$ cat config.mk
export PLATFORM = sky130hd
export DESIGN_NAME = dmem_arbiter
export DESIGN_NICKNAME = d
export VERILOG_FILES = /design/src/rtl/dmem_arb_pkg.sv /design/src/rtl/rr_pick2.sv /design/src/rtl/dmem_arbiter.sv
export SDC_FILE = /design/constraint.sdc
export NUM_CORES = 1
export LEC_CHECK = 0
export CORE_ASPECT_RATIO = 1.4
export CORE_MARGIN = 1.5
export CORE_UTILIZATION = 41
export DETAILED_ROUTE_END_ITERATION = 6
export GPL_TIMING_DRIVEN = 0
export MAX_ROUTING_LAYER = met4
export PLACE_DENSITY = 0.85
export SYNTH_ARGS = -nofsm -noshare
export SYNTH_HDL_FRONTEND = slang
export SYNTH_SLANG_ARGS = --single-unit
$ cat constraint.sdc
create_clock -name clock -period 2.7 [get_ports clock]
set_input_delay 0.27 -clock clock [delete_from_list [all_inputs] [get_ports clock]]
set_output_delay 0.27 -clock clock [all_outputs]
set_load 0.005 [all_outputs]
$ cat src/rtl/dmem_arb_pkg.sv
// Shared definitions for the data-memory arbiter: FSM state encoding
// and port-select constants used by the top and the round-robin picker.
package dmem_arb_pkg;

   typedef enum logic [1:0] {
      IDLE  = 2'd0,
      ISSUE = 2'd1,
      DONE  = 2'd2
   } state_t;

   localparam logic PORT_A = 1'b0;
   localparam logic PORT_B = 1'b1;

endpackage

$ cat src/rtl/rr_pick2.sv
// Two-requester selector holding the last-granted flag.
// Ports: clock, reset (async, active-low), req_a, req_b, update
// (arbitration edge), pick (PORT_A/PORT_B). DMEM_ARB_FIXED_PRIO_EN
// selects fixed priority to A; otherwise round-robin.
module rr_pick2
   import dmem_arb_pkg::*;
(
   input  logic clock,
   input  logic reset,
   input  logic req_a,
   input  logic req_b,
   input  logic update,
   output logic pick
);

`ifdef DMEM_ARB_FIXED_PRIO_EN

   assign pick = req_a ? PORT_A : PORT_B;

`else

   logic last;

   // Reset to B so that A wins the first contention.
   always_ff @(posedge clock or negedge reset) begin
      if (!reset) begin
         last <= PORT_B;
      end else if (update) begin
         last <= pick;
      end
   end

   always_comb begin
      pick = PORT_A;
      if (req_a && req_b) begin
         pick = (last == PORT_A) ? PORT_B : PORT_A;
      end else if (req_b) begin
         pick = PORT_B;
      end
   end

`endif

endmodule

$ cat src/rtl/dmem_arbiter.sv
// Two-port (CPU A, loader/debug B) data-memory arbiter, IDLE/ISSUE/DONE.
// Ports: clock, reset (async, active-low); per port req/we/addr/wdata in,
// gnt/done/rdata out; dmemaddr/dmemwdata/dmemwrite/dmemread to memory,
// dmemrdata back. Macro DMEM_ARB_FIXED_PRIO_EN: A always wins contention.
module dmem_arbiter
   import dmem_arb_pkg::*;
#(
   parameter int DW = 16
) (
   input  logic          clock,
   input  logic          reset,
   input  logic          a_req,
   input  logic          a_we,
   input  logic [DW-1:0] a_addr,
   input  logic [DW-1:0] a_wdata,
   output logic          a_gnt,
   output logic          a_done,
   output logic [DW-1:0] a_rdata,
   input  logic          b_req,
   input  logic          b_we,
   input  logic [DW-1:0] b_addr,
   input  logic [DW-1:0] b_wdata,
   output logic          b_gnt,
   output logic          b_done,
   output logic [DW-1:0] b_rdata,
   output logic [DW-1:0] dmemaddr,
   output logic [DW-1:0] dmemwdata,
   output logic          dmemwrite,
   output logic          dmemread,
   input  logic [DW-1:0] dmemrdata
);

   state_t        state;
   logic          pick;
   logic          arb;
   logic          sel_we;
   logic [DW-1:0] sel_addr;
   logic [DW-1:0] sel_wdata;

   // Requests are only looked at in IDLE or DONE.
   assign arb = (a_req || b_req) && (state != ISSUE);

   rr_pick2 u_pick (
      .clock  (clock),
      .reset  (reset),
      .req_a  (a_req),
      .req_b  (b_req),
      .update (arb),
      .pick   (pick)
   );

   always_comb begin
      sel_we    = a_we;
      sel_addr  = a_addr;
      sel_wdata = a_wdata;
      if (pick == PORT_B) begin
         sel_we    = b_we;
         sel_addr  = b_addr;
         sel_wdata = b_wdata;
      end
   end

   // Memory-side registers double as the latched request; they are only
   // nonzero during ISSUE, and the registered gnt/read flags tell ISSUE
   // which port and direction it is serving.
   always_ff @(posedge clock or negedge reset) begin
      if (!reset) begin
         state     <= IDLE;
         a_gnt     <= 1'b0;
         b_gnt     <= 1'b0;
         a_done    <= 1'b0;
         b_done    <= 1'b0;
         a_rdata   <= '0;
         b_rdata   <= '0;
         dmemaddr  <= '0;
         dmemwdata <= '0;
         dmemwrite <= 1'b0;
         dmemread  <= 1'b0;
      end else begin
         a_gnt     <= 1'b0;
         b_gnt     <= 1'b0;
         a_done    <= 1'b0;
         b_done    <= 1'b0;
         dmemaddr  <= '0;
         dmemwdata <= '0;
         dmemwrite <= 1'b0;
         dmemread  <= 1'b0;
         unique case (state)
            ISSUE: begin
               state <= DONE;
               if (b_gnt) begin
                  b_done <= 1'b1;
                  if (dmemread) b_rdata <= dmemrdata;
               end else begin
                  a_done <= 1'b1;
                  if (dmemread) a_rdata <= dmemrdata;
               end
            end
            IDLE, DONE: begin
               if (arb) begin
                  state     <= ISSUE;
                  a_gnt     <= (pick == PORT_A);
                  b_gnt     <= (pick == PORT_B);
                  dmemaddr  <= sel_addr;
                  dmemwdata <= sel_wdata;
                  dmemwrite <= sel_we;
                  dmemread  <= !sel_we;
               end else begin
                  state <= IDLE;
               end
            end
            default: state <= IDLE;
         endcase
      end
   end

endmodule

==> qor.yml, run 1 <==
outcome:
  status: "complete, no violations"
yosys:
  ys.warnings.count: 0
  avgSynthCellArea_um2: 13.6
  yosys-top-cells-count: "dfrtp_1, nor2_1, a32oi_1"
  synth_top_area_share_pct: 64.3
  yosysSeqAreaShare_pct: 65.3
  synth_most_common_cell: "dfrtp_1"
  ys_types: 21
  synth-seq-cells: 73
  ys_top_cells_by_area: "dfrtp_1, mux2_2, a32oi_1, nor2_1, clkbuf_1"
  ys_async_sr_fraction_pct: 100
  syn_inst: 206
  yosys.area.top_type: "dfrtp_1"
  synth_nets: 292
  syn-cell-area_mm2: 0.00280
  synth_edf_count: 0
  ys.flop_type: "dfrtp_1"
setup_path:
  arrival_ns: 1.95
  r2r_start: "state[1]$_DFF_PN0_"
  critPathKind: "flop to flop"
  start_kind: "flop"
  cp_top_family: "simple AND/OR/NAND/NOR gates"
  slowest_delay_ns: 0.43
  cp_num_buf_inv: 1
  cp_max_fo: 10
  slowest_stage: "nor3b_4"
  critPathCaptureType: "flop"
  cp_data_required_time_ns: 2.92
  path_cells: "nand2b_2 > nor3b_4 > buf_6 > mux2_2"
  crit_start: "state[1]$_DFF_PN0_"
route:
  drc: 0
  vias_per_cell: 4.98
  first_pass_iters: 4
  drt-total-wl_um: 7970
  route.vias.total: 2331
  wl_per_cell_um: 17.0
  drt_iter0_drc: 131
  ant_nets: 0
timing:
  rsz0062_at_grt: "false"
  finalSetupViolCount: 0
  setup_tns_ns: 0
  slew_viol_final: 0
  min_period_ns: 1.73
  hold_viol: 0
  max_freq_mhz: 579
  skew_ns: 0.0137
  slew_headroom_pct: 40.3
  worst_slew_pin_slew_ns: 0.896
  timing.final.crit_share_pct: 64.0
clock_network:
  cts_root_buf: "clkbuf_8"
  cts_made_buffers: 9
  clk_pin_slew_ns: 0.08
  clkSinkCount: 73
  cts_buffer_depth: 2
  ctsHoldBuffers: 0
  cts.htree.levels: 3
  cts_tree: "done"
  cts_setup_buffers: 0
  clk_latency_ns: 0.34
  post_cts_resized: 0
power_and_ir_drop:
  p_total_mw: 3.62
  powerDensity_mw_per_mm2: 778
  total_leakage_power_nw: 1.93
  irDropWorstVdd_mv: 0.494
floorplanning:
  die-height_um: 101
  start_util_pct: 42.4
  pin_count: 156
  die_area_mm2: 0.00734
  die_w_um: 72.9
  fp-row-count: 35
  core_mm2: 0.00661
place:
  place_area_mm2: 0.00446
  place.gp.congestion: 0.747
  io_buffer_count: 154
  hpwl_um: 5950
grt:
  grt_pass1_wl_um: 12300
  grt_pass1_vias: 2369
  grt_overflow: 0
  grt_usage_pct: 23.3
  grt_max_degree: 74
  antenna_found_initial: 0
cells_and_area:
  stdcell_area_mm2: 0.00466
  n_fill_cell: 482
  n_antenna_cell: 0
  synthToLayoutAreaGrowth_pct: 66.3
  nets: 457
  drive_gt1_share_pct: 16.2
hold_path:
  hp-class: "primary input to asynchronous set/reset pin"
flow_run:
  cap_viol_max_count: 0
## worst paths after layout
| path | slack, ns | end | depth (start not counted) |
|---|---|---|---|
| setup / recovery | 0.97 | a_rdata[10]$_DFFE_PN0P_ | 4 |
| hold / removal | 0.06 | a_rdata[14]$_DFFE_PN0P_ | 1 |
| setup reg to reg | 0.97 | a_rdata[10]$_DFFE_PN0P_ | 4 |
| hold reg to reg | 0.51 | b_rdata[10]$_DFFE_PN0P_ | 1 |
| max in group asynchronous | 2.06 | state[0]$_DFF_PN0_ | 1 |
| min in group clock | 0.28 | a_gnt$_DFF_PN0_ | 3 |
## stage by stage
stage	util, %	hold slack (ns)	std cells	setup slack [ns]
6_report	70.4	0.0593	468	0.973
5_1_grt	70.4	0.124	468	0.885
4_1_cts	70.4	0.0736	468	0.966
3_5_place_dp	67.4	0.447	452	0.722
3_3_place_gp	67.4	0.486	452	-0.982
2_1_floorplan	-	-0.0256	206	1.17
## where the power goes
| part | switching (mW) | internal (mW) |
|---|---|---|
| combinational | 0.396 | 0.818 |
| clock | 0.411 | 0.454 |
| sequential | 0.151 | 1.40 |
| total | 0.958 | 2.67 |
## worst reg2reg max path, delay by kind of cell (launching register included)
family	cells	cell delay (ns)
buffers and inverters	1	0.23
multiplexers	1	0.35
flip-flops	1	0.37
AND/OR/NAND/NOR	2	0.67
## cell type report
type	instances	area [um2]	area share (%)
Tap cell	92	115	2.47
Sequential cell	73	1830	39.2
Inverter	1	3.75	0.0806
Clock buffer	10	138	2.95
Clock inverter	6	65.1	1.40
Buffer	17	83.8	1.80
Multi-Input combinational cell	115	886	19.0
Timing Repair Buffer	154	1540	33.0
## layout by cell type (no fill, tap or decap), drive strengths merged, types with 2 or more instances in the layout
cell           count
a32oi             33
buf                9
clkbuf            19
clkdlybuf4s50    153
clkinv             3
dfrtp             72
inv                2
mux2              32
nand2              2
nand2b             2
nor2              38
## kinds of logic (layout without fill, tap and decap cells)
| family | count (synthesis) | after routing | synth area share, % |
|---|---|---|---|
| AOI/OAI and AO/OA | 37 | 37 | 11.4 |
| buffers and inverters | 18 | 188 | 3.13 |
| DFF | 73 | 73 | 65.3 |
| muxes | 32 | 32 | 12.9 |
| and+or+nand+nor | 46 | 46 | 7.37 |
## state kept, by name (all words and copies together), names as in the netlist
name and flops:
a_done 1, a_gnt 1, a_rdata 16, b_done 1, b_gnt 1, b_rdata 16
dmemaddr 16, dmemread 1, dmemwdata 16, dmemwrite 1, state 2, u_pick.last 1
## per-layer routing
layer  vias up  part of all wire, %  GRT usage [%]
met5         -                    0              -
met4         0                 0.90           7.84
li1       1075                    -              -
met1      1133                   39           26.3
met3         6                  8.8           7.80
met2       117                   51           38.5
Note: power is estimated with default switching activity, not from simulation.
==> run 2: changes to the inputs <==
--- a/config.mk
+++ b/config.mk
@@ -7,11 +7,11 @@
 export LEC_CHECK = 0
 export CORE_ASPECT_RATIO = 1.4
 export CORE_MARGIN = 1.5
-export CORE_UTILIZATION = 41
+export CORE_UTILIZATION = 38
 export DETAILED_ROUTE_END_ITERATION = 6
 export GPL_TIMING_DRIVEN = 0
 export MAX_ROUTING_LAYER = met4
-export PLACE_DENSITY = 0.85
+export PLACE_DENSITY = 0.79
 export SYNTH_ARGS = -nofsm -noshare
 export SYNTH_HDL_FRONTEND = slang
 export SYNTH_SLANG_ARGS = --single-unit
==> constraint.sdc (replaced) <==
create_clock -name clock -period 1.6 [get_ports clock]
set_input_delay 0.16 -clock clock [delete_from_list [all_inputs] [get_ports clock]]
set_output_delay 0.16 -clock clock [all_outputs]
set_load 0.005 [all_outputs]
==> run 2 against run 1 <==
Power is 69% higher; sequential share of layout area is 0.16 points lower; clock power is 70% higher; via count is 0.86% higher; clock skew is 0.011 ns lower; cell area is 0.40% higher; largest cell class unchanged; largest power group unchanged; highest routed layer unchanged.
==> qor.yml, run 2 (synthesized netlist as in run 1, its figures left out) <==
outcome:
  status: "complete, no violations"
floorplanning:
  core_mm2: 0.00707  # +6.9%
  start_util_pct: 39.6  # -2.8 points
  die_area_mm2: 0.00790  # +7.6%
  fp-row-count: 36  # +2.9%
  pin_count: 156  # unchanged
  die_w_um: 75.6  # +3.7%
  die-height_um: 105  # +3.8%
place:
  place.gp.congestion: 0.772  # +3.3%
  io_buffer_count: 154  # unchanged
  hpwl_um: 5910  # -0.62%
  dp_slack_ns: -0.189  # -0.910 ns
setup_path:
  critPathKind: "flop to flop"
  arrival_ns: 1.73  # -0.22 ns
  cp_max_fo: 10  # unchanged
  cp_data_required_time_ns: 1.82  # -1.10 ns
  start_kind: "flop"
  critPathCaptureType: "flop"
cells_and_area:
  layout_commonest_cell: "clkdlybuf4s50_1"
  layout_common_cells: "clkdlybuf4s50_1, dfrtp_1, nor2_1"
  n_antenna_cell: 0  # unchanged
  nets: 459  # +0.44%
  synthToLayoutAreaGrowth_pct: 66.9
  drive_gt1_share_pct: 16.2  # unchanged
clock_network:
  clk_pin_slew_ns: 0.07  # about the same
  cts_made_buffers: 9  # unchanged
  clk_latency_ns: 0.33  # about the same
  cts.htree.levels: 3  # unchanged
  cts_tree: "done"
  cts_buffer_depth: 2  # unchanged
  cts_root_buf: "clkbuf_8"
  clkSinkCount: 73  # unchanged
timing:
  setup_tns_ns: 0  # unchanged
  worst_slew_pin_slew_ns: 0.906  # +0.0105 ns
  max_freq_mhz: 661  # +14%
  hold_viol: 0  # unchanged
  slew_headroom_pct: 39.6  # -0.70 points
  rsz0062_at_grt: "true"
  finalSetupViolCount: 0  # unchanged
  slew_viol_final: 0  # unchanged
  skew_ns: 0.00315  # -0.0105 ns
  setup_ws_ns: 0.0863  # -0.886 ns
  timing.final.crit_share_pct: 94.6  # +31 points
  min_period_ns: 1.51  # -0.214 ns
power_and_ir_drop:
  irDropWorstVdd_mv: 0.652  # +32%
  total_leakage_power_nw: 1.95  # +0.74%
  powerDensity_mw_per_mm2: 1310  # +69%
route:
  vias_per_cell: 4.99  # +0.22%
  wl_per_cell_um: 16.6  # -2.4%
  drc: 0  # unchanged
  first_pass_iters: 6  # +2
  ant_nets: 0  # unchanged
  drt_iter0_drc: 114  # -13%
  drt-total-wl_um: 7830  # -1.8%
  route.vias.total: 2351  # +0.86%
grt:
  grt_usage_pct: 21.4  # -1.9 points
  grt_pass1_vias: 2444  # +3.2%
  grt_pass1_wl_um: 12100  # -1.1%
  grt_overflow: 0  # unchanged
  grt_max_degree: 74  # unchanged
  antenna_found_initial: 0  # unchanged
flow_run:
  cap_viol_max_count: 0  # unchanged
hold_path:
  hp-class: "primary input to flop"
[run 2: metal layers]
layer | up-vias | GRT usage (%) | routed length, um
li1 | 1085 | - | -
met1 | 1138 | 24.4 | 2980
met2 | 113 | 34.5 | 4030
met3 | 15 | 5.11 | 625
met4 | 0 | 9.95 | 196
met5 | - | - | 0
[run 2: area by class of cell]
cell class	count	area, um2
inverters	1	3.75
flip-flops and latches	73	1830
plain buffers	17	86.3
clock buffers	10	128
fillers	558	2390
well taps	95	119
multi-input cells	115	886
repair buffers	156	1560
clock inverters	4	70.1
[run 2: metrics by stage]
step	hold slack, ns	power [mW]	util, %	cell area [um2]	std cells
floorplan	-0.136	3.28	-	2800	206
global placement	0.486	4.63	63.1	4460	455
detailed placement	0.343	4.71	63.1	4460	455
CTS	0.166	6.20	66.1	4680	471
global route	0.200	6.51	66.1	4680	471
finish	0.182	6.13	66.1	4680	471
[run 2: worst paths after layout]
check	startpoint	endpoint	slack [ns]	cells after the start
max	state[1]$_DFF_PN0_	b_rdata[6]$_DFFE_PN0P_	0.09	5
min	a_req	a_gnt$_DFF_PN0_	0.18	3
max reg2reg	state[1]$_DFF_PN0_	b_rdata[6]$_DFFE_PN0P_	0.09	5
min reg2reg	a_rdata[13]$_DFFE_PN0P_	a_rdata[13]$_DFFE_PN0P_	0.51	1
max in group asynchronous	reset	dmemwdata[4]$_DFF_PN0_	0.51	2
min in group asynchronous	reset	a_rdata[11]$_DFFE_PN0P_	0.50	2
[run 2: worst max-delay path: stages, from the launching register on]
cell and delay [ns]:
dfrtp_1 0.36, nand2b_2 0.23, inv_2 0.09, nand3_2 0.20, buf_6 0.23, mux2_2 0.28
[run 2: where the power goes]
| group | internal, mW | switching [mW] | total, mW |
|---|---|---|---|
| registers | 2.36 | 0.244 | 2.60 |
| clock network | 0.856 | 0.619 | 1.47 |
| logic | 1.39 | 0.670 | 2.06 |
| total | 4.60 | 1.53 | 6.13 |
[run 2: repair_timing]
item | CTS | global route
pin swaps | 1 | 0
cloned | 0 | 0
buffers inserted | 1 | 0
gates resized for setup | 1 | 2
hold buffers | 1 | 0
endpoints found under the setup margin | 13 | 15
endpoints found under the hold margin | 72 | 0
==> run 3: changes to the inputs <==
--- a/config.mk
+++ b/config.mk
@@ -5,6 +5,7 @@
 export SDC_FILE = /design/constraint.sdc
 export NUM_CORES = 1
 export LEC_CHECK = 0
+export ABC_CLOCK_PERIOD_IN_PS = 1600
 export CORE_ASPECT_RATIO = 1.4
 export CORE_MARGIN = 1.5
 export CORE_UTILIZATION = 38
==> results of run 3 <==
Same layout as run 2: the final DEF is identical, and so are final timing and power.
